[src/rtl/sram_like_arbiter_pkg.sv]
// rtl/sram_like_arbiter_pkg.sv - shared IDs, size encodings and request field bundle
// Purpose: constants and types shared by the arbiter top and its ID FIFO.
// Ports: none (package).
package sram_like_arbiter_pkg;

  // Owner ID stored per outstanding request.
  localparam logic ID_INST = 1'b0;
  localparam logic ID_DATA = 1'b1;

  // Access size encodings carried on *_size.
  localparam logic [1:0] SIZE_B = 2'd0;
  localparam logic [1:0] SIZE_H = 2'd1;
  localparam logic [1:0] SIZE_W = 2'd2;

  // Request fields forwarded from the granted master to the memory port.
  typedef struct packed {
    logic        wr;
    logic [1:0]  size;
    logic [3:0]  wstrb;
    logic [31:0] addr;
    logic [31:0] wdata;
  } req_fields_t;

endpackage

[src/rtl/sram_like_arbiter_id_fifo.sv]
// rtl/sram_like_arbiter_id_fifo.sv - in-order owner-ID FIFO for outstanding requests
// Purpose: remembers which master issued each accepted request so responses
//          can be routed back in order.
// Ports:
//   clk, reset      clock, asynchronous active-high reset
//   push, push_id   enqueue one owner ID (ignored when full)
//   pop             dequeue the head entry (ignored when empty)
//   count           number of stored entries
//   full, empty     occupancy flags
//   head            owner ID at the head of the FIFO
module id_fifo #(
  parameter int DEPTH = 4
) (
  input  logic                       clk,
  input  logic                       reset,
  input  logic                       push,
  input  logic                       push_id,
  input  logic                       pop,
  output logic [$clog2(DEPTH+1)-1:0] count,
  output logic                       full,
  output logic                       empty,
  output logic                       head
);

  localparam int PTR_W = $clog2(DEPTH);
  localparam int CNT_W = $clog2(DEPTH + 1);
  localparam logic [CNT_W-1:0] DEPTH_CNT = CNT_W'(DEPTH);

  logic [DEPTH-1:0] ids;
  logic [PTR_W-1:0] wr_ptr;
  logic [PTR_W-1:0] rd_ptr;
  logic             do_push;
  logic             do_pop;

  assign full    = (count == DEPTH_CNT);
  assign empty   = (count == '0);
  assign head    = ids[rd_ptr];
  assign do_push = push & ~full;
  assign do_pop  = pop & ~empty;

  // DEPTH is a power of two, so pointers wrap by natural overflow.
  always_ff @(posedge clk or posedge reset) begin
    if (reset) begin
      ids    <= '0;
      wr_ptr <= '0;
      rd_ptr <= '0;
      count  <= '0;
    end else begin
      if (do_push) begin
        ids[wr_ptr] <= push_id;
        wr_ptr      <= wr_ptr + 1'b1;
      end
      if (do_pop) begin
        rd_ptr <= rd_ptr + 1'b1;
      end
      case ({do_push, do_pop})
        2'b10:   count <= count + 1'b1;
        2'b01:   count <= count - 1'b1;
        default: count <= count;
      endcase
    end
  end

endmodule

[src/rtl/sram_like_arbiter.sv]
// rtl/sram_like_arbiter.sv - two-master arbiter onto one sram-like memory port
// Purpose: shares a req/addr_ok/data_ok memory port between instruction fetch
//          and the data master; data has priority, fetch is protected by an
//          anti-starvation counter, responses are routed by an in-order ID FIFO.
// Ports:
//   clk, reset                      clock, asynchronous active-high reset
//   inst_sram_*                     fetch master request in, addr_ok/data_ok/rdata out
//   data_sram_*                     data master request in, addr_ok/data_ok/rdata out
//   mem_req, mem_wr/size/wstrb/addr/wdata   forwarded request to the slave
//   mem_addr_ok, mem_data_ok, mem_rdata     slave handshake and response
//   resp_err                        sticky: response seen with nothing outstanding
module sram_like_arbiter
  import sram_like_arbiter_pkg::*;
#(
  parameter int MAX_OUTSTANDING = 4,
  parameter int STARVE_LIMIT    = 4
) (
  input  logic        clk,
  input  logic        reset,
  input  logic        inst_sram_req,
  input  logic        inst_sram_wr,
  input  logic [1:0]  inst_sram_size,
  input  logic [3:0]  inst_sram_wstrb,
  input  logic [31:0] inst_sram_addr,
  input  logic [31:0] inst_sram_wdata,
  output logic        inst_sram_addr_ok,
  output logic        inst_sram_data_ok,
  output logic [31:0] inst_sram_rdata,
  input  logic        data_sram_req,
  input  logic        data_sram_wr,
  input  logic [1:0]  data_sram_size,
  input  logic [3:0]  data_sram_wstrb,
  input  logic [31:0] data_sram_addr,
  input  logic [31:0] data_sram_wdata,
  output logic        data_sram_addr_ok,
  output logic        data_sram_data_ok,
  output logic [31:0] data_sram_rdata,
  output logic        mem_req,
  output logic        mem_wr,
  output logic [1:0]  mem_size,
  output logic [3:0]  mem_wstrb,
  output logic [31:0] mem_addr,
  output logic [31:0] mem_wdata,
  input  logic        mem_addr_ok,
  input  logic        mem_data_ok,
  input  logic [31:0] mem_rdata,
  output logic        resp_err
);

  localparam int CNT_W = $clog2(MAX_OUTSTANDING + 1);
  localparam int SC_W  = $clog2(STARVE_LIMIT + 1);
  localparam logic [SC_W-1:0] STARVE_MAX = SC_W'(STARVE_LIMIT);

  req_fields_t inst_f;
  req_fields_t data_f;
  req_fields_t gnt_f;

  logic             grant_valid;
  logic             grant_id;
  logic             handshake;
  logic             lock_valid;
  logic             lock_id;
  logic             locked_req_held;
  logic [SC_W-1:0]  starve_cnt;

  logic [CNT_W-1:0] fifo_count;
  logic             fifo_full;
  logic             fifo_empty;
  logic             fifo_head;
  logic             rsp_valid;

  assign inst_f = '{wr: inst_sram_wr, size: inst_sram_size, wstrb: inst_sram_wstrb,
                    addr: inst_sram_addr, wdata: inst_sram_wdata};
  assign data_f = '{wr: data_sram_wr, size: data_sram_size, wstrb: data_sram_wstrb,
                    addr: data_sram_addr, wdata: data_sram_wdata};

  assign locked_req_held = (lock_id == ID_INST) ? inst_sram_req : data_sram_req;

  // Full deliberately ignores a same-cycle pop so mem_req never depends on mem_data_ok.
  always_comb begin
    grant_valid = 1'b0;
    grant_id    = ID_DATA;
    if (!reset && !fifo_full) begin
      if (lock_valid && locked_req_held) begin
        grant_valid = 1'b1;
        grant_id    = lock_id;
      end else if (starve_cnt == STARVE_MAX && inst_sram_req) begin
        grant_valid = 1'b1;
        grant_id    = ID_INST;
      end else if (data_sram_req) begin
        grant_valid = 1'b1;
        grant_id    = ID_DATA;
      end else if (inst_sram_req) begin
        grant_valid = 1'b1;
        grant_id    = ID_INST;
      end
    end
  end

  // With no grant, grant_id defaults to data, so idle fields follow the data master.
  assign gnt_f     = (grant_id == ID_INST) ? inst_f : data_f;
  assign mem_req   = grant_valid;
  assign mem_wr    = gnt_f.wr;
  assign mem_size  = gnt_f.size;
  assign mem_wstrb = gnt_f.wstrb;
  assign mem_addr  = gnt_f.addr;
  assign mem_wdata = gnt_f.wdata;

  assign handshake         = grant_valid & mem_addr_ok;
  assign inst_sram_addr_ok = handshake & (grant_id == ID_INST);
  assign data_sram_addr_ok = handshake & (grant_id == ID_DATA);

  assign rsp_valid         = mem_data_ok & ~fifo_empty & ~reset;
  assign inst_sram_data_ok = rsp_valid & (fifo_head == ID_INST);
  assign data_sram_data_ok = rsp_valid & (fifo_head == ID_DATA);
  assign inst_sram_rdata   = mem_rdata;
  assign data_sram_rdata   = mem_rdata;

  id_fifo #(
    .DEPTH(MAX_OUTSTANDING)
  ) u_fifo (
    .clk    (clk),
    .reset  (reset),
    .push   (handshake),
    .push_id(grant_id),
    .pop    (mem_data_ok),
    .count  (fifo_count),
    .full   (fifo_full),
    .empty  (fifo_empty),
    .head   (fifo_head)
  );

  always_ff @(posedge clk or posedge reset) begin
    if (reset) begin
      lock_valid <= 1'b0;
      lock_id    <= ID_INST;
      starve_cnt <= '0;
      resp_err   <= 1'b0;
    end else begin
      // A request left waiting keeps its master on the bus until accepted or withdrawn.
      if (handshake) begin
        lock_valid <= 1'b0;
      end else if (grant_valid) begin
        lock_valid <= 1'b1;
        lock_id    <= grant_id;
      end else if (lock_valid && !locked_req_held) begin
        lock_valid <= 1'b0;
      end

      if (!inst_sram_req) begin
        starve_cnt <= '0;
      end else if (handshake && grant_id == ID_INST) begin
        starve_cnt <= '0;
      end else if (handshake && starve_cnt != STARVE_MAX) begin
        starve_cnt <= starve_cnt + 1'b1;
      end

      if (mem_data_ok && fifo_empty) begin
        resp_err <= 1'b1;
      end
    end
  end

endmodule

[config.mk]
export PLATFORM = sky130hd
export DESIGN_NAME = sram_like_arbiter
export DESIGN_NICKNAME = d
export VERILOG_FILES = /design/src/rtl/sram_like_arbiter_pkg.sv /design/src/rtl/sram_like_arbiter_id_fifo.sv /design/src/rtl/sram_like_arbiter.sv
export SDC_FILE = /design/constraint.sdc
export NUM_CORES = 1
export LEC_CHECK = 0
export BUFFER_PORTS_ARGS = -buffer_cell sky130_fd_sc_hd__buf_2
export CAP_MARGIN = 20
export CORE_AREA = 2 2 124 126
export DETAILED_ROUTE_END_ITERATION = 10
export DIE_AREA = 0 0 126 128
export SLEW_MARGIN = 10
export SYNTH_ARGS = -nofsm -noshare
export SYNTH_HDL_FRONTEND = slang
export SYNTH_SLANG_ARGS = --single-unit
export TNS_END_PERCENT = 1
[constraint.sdc]
create_clock -name clk -period 6.45 [get_ports clk]
set_input_delay 0.9675 -clock clk [delete_from_list [all_inputs] [get_ports clk]]
set_output_delay 0.9675 -clock clk [all_outputs]
set_load 0.03 [all_outputs]
==> results of run 1 <==
metrics by stage:
stage	hold slack (ps)	area [sq um]	worst slack [ps]
final	456	3430	2700
after global routing	472	3420	2610
after CTS	459	3420	2710
after detailed placement	445	3350	2720
after global placement	440	3350	2750
after floorplan	453	2560	3110
cells in the mapped netlist (2+ instances only):
cell,instances,area (sq um)
buf_4,65,488
mux2_4,50,751
mux2_2,21,236
dfrtp_1,17,425
inv_1,11,41.3
buf_6,8,90.1
ha_1,7,87.6
a21oi_1,6,30.0
nor2_1,5,18.8
a31oi_1,4,25.0
mux2i_1,4,40.0
nand2_1,4,15.0
xnor2_1,4,35.0
nand2b_1,3,18.8
nor3_1,3,15.0
and3b_1,2,17.5
o21ai_0,2,10.0
xor2_1,2,17.5
flip-flops by register name, indices dropped and copies added (netlist names):
name / cells
u_fifo.ids: 4
starve_cnt: 3
u_fifo.count: 3
u_fifo.rd_ptr: 2
u_fifo.wr_ptr: 2
lock_id: 1
lock_valid: 1
resp_err: 1
routing by layer:
layer | routed length [um] | vias up
li1 | - | 1063
met1 | 3530 | 997
met2 | 3830 | 169
met3 | 1220 | 10
met4 | 57 | 2
met5 | 13 | -
cells by family (layout without fill, tap and decap cells):
| group | Yosys count | after routing | synth area share, % |
|---|---|---|---|
| xor+xnor | 6 | 6 | 2.05 |
| compound gates | 18 | 18 | 5.09 |
| buf+inv | 85 | 241 | 24.4 |
| flops | 17 | 17 | 16.6 |
| mux | 76 | 76 | 41.0 |
| fa+ha+maj | 8 | 8 | 4.21 |
| other cells | 0 | 1 | 0 |
| simple gates | 25 | 25 | 6.56 |
worst reg2reg max path: stages, from the launching register on:
cell and delay, ps:
dfrtp_1 410, nor3b_4 200, nor4b_4 750, inv_1 170, ha_1 250, inv_1 70
fa_1 170, xor2_1 150, nor2_1 60, xor2_1 140
cell usage in the layout, fill, tap and decap left out, types with 2 or more instances in the layout:
cell type / Yosys / final
nand2b_1: 3 / 3
o21ai_0: 2 / 2
ha_1: 7 / 7
nand2_1: 4 / 4
mux2i_1: 4 / 4
buf_4: 65 / 2
buf_2: 1 / 224
dfrtp_1: 17 / 17
nor2_1: 5 / 5
clkbuf_16: 0 / 3
inv_1: 11 / 11
nor3_1: 3 / 3
xor2_1: 2 / 2
mux2_4: 50 / 50
mux2_2: 21 / 21
xnor2_1: 4 / 4
and3b_1: 2 / 2
a21oi_1: 6 / 6
a31oi_1: 4 / 4
worst paths after layout:
check | endpoint | startpoint | depth (start not counted) | slack [ps]
min in group asynchronous | u_fifo.ids[3] | reset | 2 | 900
max reg2reg | u_fifo.count[2] | u_fifo.count[2] | 9 | 3960
max | mem_addr[28] | reset | 6 | 2700
min reg2reg | resp_err | resp_err | 1 | 460
max in group asynchronous | lock_valid | reset | 2 | 5120
min | resp_err | resp_err | 1 | 460
cell type report:
class,count,share of cell area [%]
multi-input cells,133,44.0
clock buffers,4,2.30
repair buffers,226,33.2
well taps,188,6.86
inverters,11,1.20
diodes,1,0.0730
flip-flops and latches,17,12.4
power breakdown:
group          switching, uW  internal [uW]  total [uW]
Clock                   40.3           83.9         124
Sequential              36.8            149         185
Combinational            256            207         463
==> impl_results.md, run 1 <==
- Synth Register Bits: 17
- Final design utilization: 23.1%
- Yosys cell types: 35
- Clock sinks: 17
- DP Cell Count: 575
- Syn_nets: 423
- Worst EP required: 5480 ps
- F_max: 267 MHz
- Number of synthesis warnings: 0
- Crit path DAT: 2780 ps
- P&R area growth vs syn: 34.0%
- Die W: 126 um
- Critical Path Start Type: primary input
- CP peak stage delay: 600 ps
- Post-CTS setup buffer count: 0
- Setup TNS Final: 0 ps
- CTS tree: done
- Layout cells sized above 1: 78.0%
- Synth Flop Type: dfrtp_1
- First-pass GRT wire length: 12.3 mm
- Vias/cell: 3.86
- Status: completed
- Clock Pin Slew Worst Setup and Hold Paths: 50 ps
- CP cell instances: buf_2, nand2b_1, a311oi_4, buf_4, mux2_2, buf_2
- Worst-skew pair later-pin latency: 250 ps
- Crit-path slowest cell: buf_4
- Initial DRC count: 67
- Vias in the first global route: 2185
- Core area: 14900 sq um
- DRC: 0
- Max-cap violations: 0
- TritonCTS Buffers: 3
- Grt ovf: 0
- Cells after synthesis: 235
- Most frequent CP cell: buf_2
- Final setup viols: 0
- Initial Util: 17.2%
- Vias: 2241
- CTS root buf: clkbuf_16
- Post-route insts no fill: 580
- EDFF count, synth: 0
- Cts hold-fix bufs: 0
- Total power: 773 uW
- I/O Buffers: 224
- Avg Cell Area, Syn: 10.9 sq um
- Leakage: 0.00181 uW
- Critical-path maximum fanout: 48
- WL final: 8.65 mm
- Crit share post-route: 58.1%
- Drt wl/cell: 14.9 um
- Final Critical Period: 3750 ps
- Worst-Margin Slew: 825 ps
- DIE HEIGHT: 128 um
- Worst Path Buf+Inv: 3
- Worst Hold Class: reg2reg
- Num rows: 45
- Crit Path Class: in2out
- Register area share after synthesis: 16.6%
- Routed Antenna Nets: 0
- Die area: 16100 sq um
- # nets final: 580
- Multi-input combinational cell area: 1510 sq um
- IO Count: 321
- Fillcell total: 1624
- Final Hold Fails: 0
- FF+latch area: 425 sq um
- Most crowded layer after global routing: met2
- Relative slew slack: 44.7%
- Pwr dens: 225 nW/um^2
- GR Layer Usage met1: 12.5%
- Unrepaired setup endpoints after global routing: false
- Skew final: 3.97 ps
- Mapped Area: 2560 sq um
- Fraction of registers with async set/reset: 100%
- Drt pass-1 iters: 4
- H-tree depth: 1
- Peak supply drop: 0.178 mV
- Initial antenna violation count: 1
- PostCTS Resize Cnt: 0
- GRT met3 Usage: 4.88%
- Total track usage: 9.81%
- Fin. max-slew vios: 0
- Final weighted congestion in routability-driven placement: 0.809
- Clock Tree Buf Depth: 2
- CP top delay family: buffers and inverters
- Critical Path Sink Type: output pin
- Largest net degree at the start of global routing: 49
- Post-DP HPWL: 7.50 mm
- Met2 usage: 15.3%
Note: power is estimated with default switching activity, not from simulation.
==> run 2: changes to the inputs <==
==> constraint.sdc (replaced) <==
create_clock -name clk -period 3.25 [get_ports clk]
set_input_delay 0.4875 -clock clk [delete_from_list [all_inputs] [get_ports clk]]
set_output_delay 0.4875 -clock clk [all_outputs]
set_load 0.03 [all_outputs]
==> impl_results.md, run 2 (same netlist as run 1, synthesis figures left out) <==
- Core area: 14900 sq um
- Final design utilization: 23.2%
- Vias: 2257
- Vias in the first global route: 2157
- Relative slew slack: 69.9%
- DRC: 0
- Worst-Margin Slew: 451 ps
- Total track usage: 9.51%
- Status: completed
- Clock Tree Buf Depth: 2
- Final Critical Period: 2880 ps
- Post-route insts no fill: 581
- Crit path DAT: 2400 ps
- Initial Util: 17.2%
- Top reg by flops: u_fifo.ids
- Setup TNS Final: 0 ps
- Final weighted congestion in routability-driven placement: 0.851
- Layout cells sized above 1: 78.4%
- CP peak stage delay: 460 ps
- Worst-skew pair later-pin latency: 250 ps
- CP top delay family: buffers and inverters
- # nets final: 582
- Crit Path Class: reg2out
- Pwr dens: 447 nW/um^2
- Vias/cell: 3.88
- Skew final: 1.62 ps
- Post-DP HPWL: 7.33 mm
- Die area: 16100 sq um
- Drt wl/cell: 14.6 um
- Die W: 126 um
- Initial antenna violation count: 0
- Cts hold-fix bufs: 0
- Post-CTS setup buffer count: 0
- DIE HEIGHT: 128 um
- Leakage: 0.00182 uW
- Num rows: 45
- Largest net degree at the start of global routing: 56
- Grt ovf: 0
- Number of diodes: 0
- CTS tree: done
- Clock Pin Slew Worst Setup and Hold Paths: 50 ps
- Unrepaired setup endpoints after global routing: false
- Crit-path slowest cell: buf_4
- P&R area growth vs syn: 35.0%
- IO Count: 321
- Routed Antenna Nets: 0
- Critical Path Sink Type: output pin
- WL final: 8.51 mm
- H-tree depth: 1
- Fin. max-slew vios: 0
- DP Cell Count: 577
- TritonCTS Buffers: 3
- Most common cell after layout, fill and taps aside: buf_2
- Initial DRC count: 42
- Peak supply drop: 0.343 mV
- Worst Hold Class: in2async
- F_max: 347 MHz
- Critical-path maximum fanout: 25
- Worst Path Buf+Inv: 3
- Max FFs per register: 4
- PostCTS Resize Cnt: 0
- Drt pass-1 iters: 4
- Crit share post-route: 88.7%
- CTS root buf: clkbuf_16
- CP cell instances: inv_1, ha_1, nand3b_1, a311oi_4, buf_4, mux2_2, buf_2
- Max-cap violations: 0
- Final setup viols: 0
- Clock sinks: 17
- Final Hold Fails: 0
- Critical Path Start Type: register
- Worst EP required: 2760 ps
- First-pass GRT wire length: 12.1 mm
- I/O Buffers: 224
- Biggest regs: u_fifo.ids: 4 flops, starve_cnt: 3 flops, u_fifo.count: 3 flops
- Most frequent cells in the layout: 224 x buf_2, 50 x mux2_4, 21 x mux2_2, 17 x dfrtp_1, 11 x inv_1
run 2: per-layer routing:
metal	track usage (%)	share of wire, %
met1	12.4	42
met2	15.3	46
met3	3.76	12
met4	1.29	0.58
met5	0	0
run 2: per-stage QoR:
stage          worst slack (ps)  instance area (sq um)  total power [uW]  hold slack, ps
2_1_floorplan               868                   2560              1190             453
3_3_place_gp                619                   3370              1300             438
3_5_place_dp                599                   3370              1310             440
4_1_cts                     332                   3450              1560             336
5_1_grt                     251                   3450              1640             372
6_report                    367                   3450              1540             335
run 2: area by class of cell:
type	count	area, sq um
fillers	1622	11400
multi-input cells	133	1510
repair buffers	228	1160
flip-flops and latches	17	425
well taps	188	235
clock buffers	3	75.1
inverters	11	41.3
clock inverters	1	5.00
run 2: path summary, 6_finish.rpt:
| kind | end | cells after the start | startpoint | slack, ps |
|---|---|---|---|---|
| setup / recovery | mem_addr[31] | 7 | starve_cnt[0] | 370 |
| hold / removal | lock_valid | 3 | reset | 330 |
| max in group asynchronous | starve_cnt[2] | 3 | reset | 2720 |
| min in group clk | resp_err | 1 | resp_err | 450 |
| setup reg to reg | u_fifo.count[2] | 10 | u_fifo.count[0] | 920 |
| hold reg to reg | resp_err | 1 | resp_err | 450 |
run 2: power breakdown:
| part | switching [uW] | total [uW] | internal, uW |
|---|---|---|---|
| clock network | 81.4 | 246 | 165 |
| logic | 513 | 931 | 418 |
| registers | 70.5 | 365 | 295 |
| total | 665 | 1540 | 877 |
run 2: worst reg2reg max path: cells and delay by family, from the launching register on:
kind	cells	cell delay, ps
DFF	1	430
adders and majority gates	2	550
and+or+nand+nor	3	610
buffers and inverters	3	370
xor gates and xnor gates	2	310
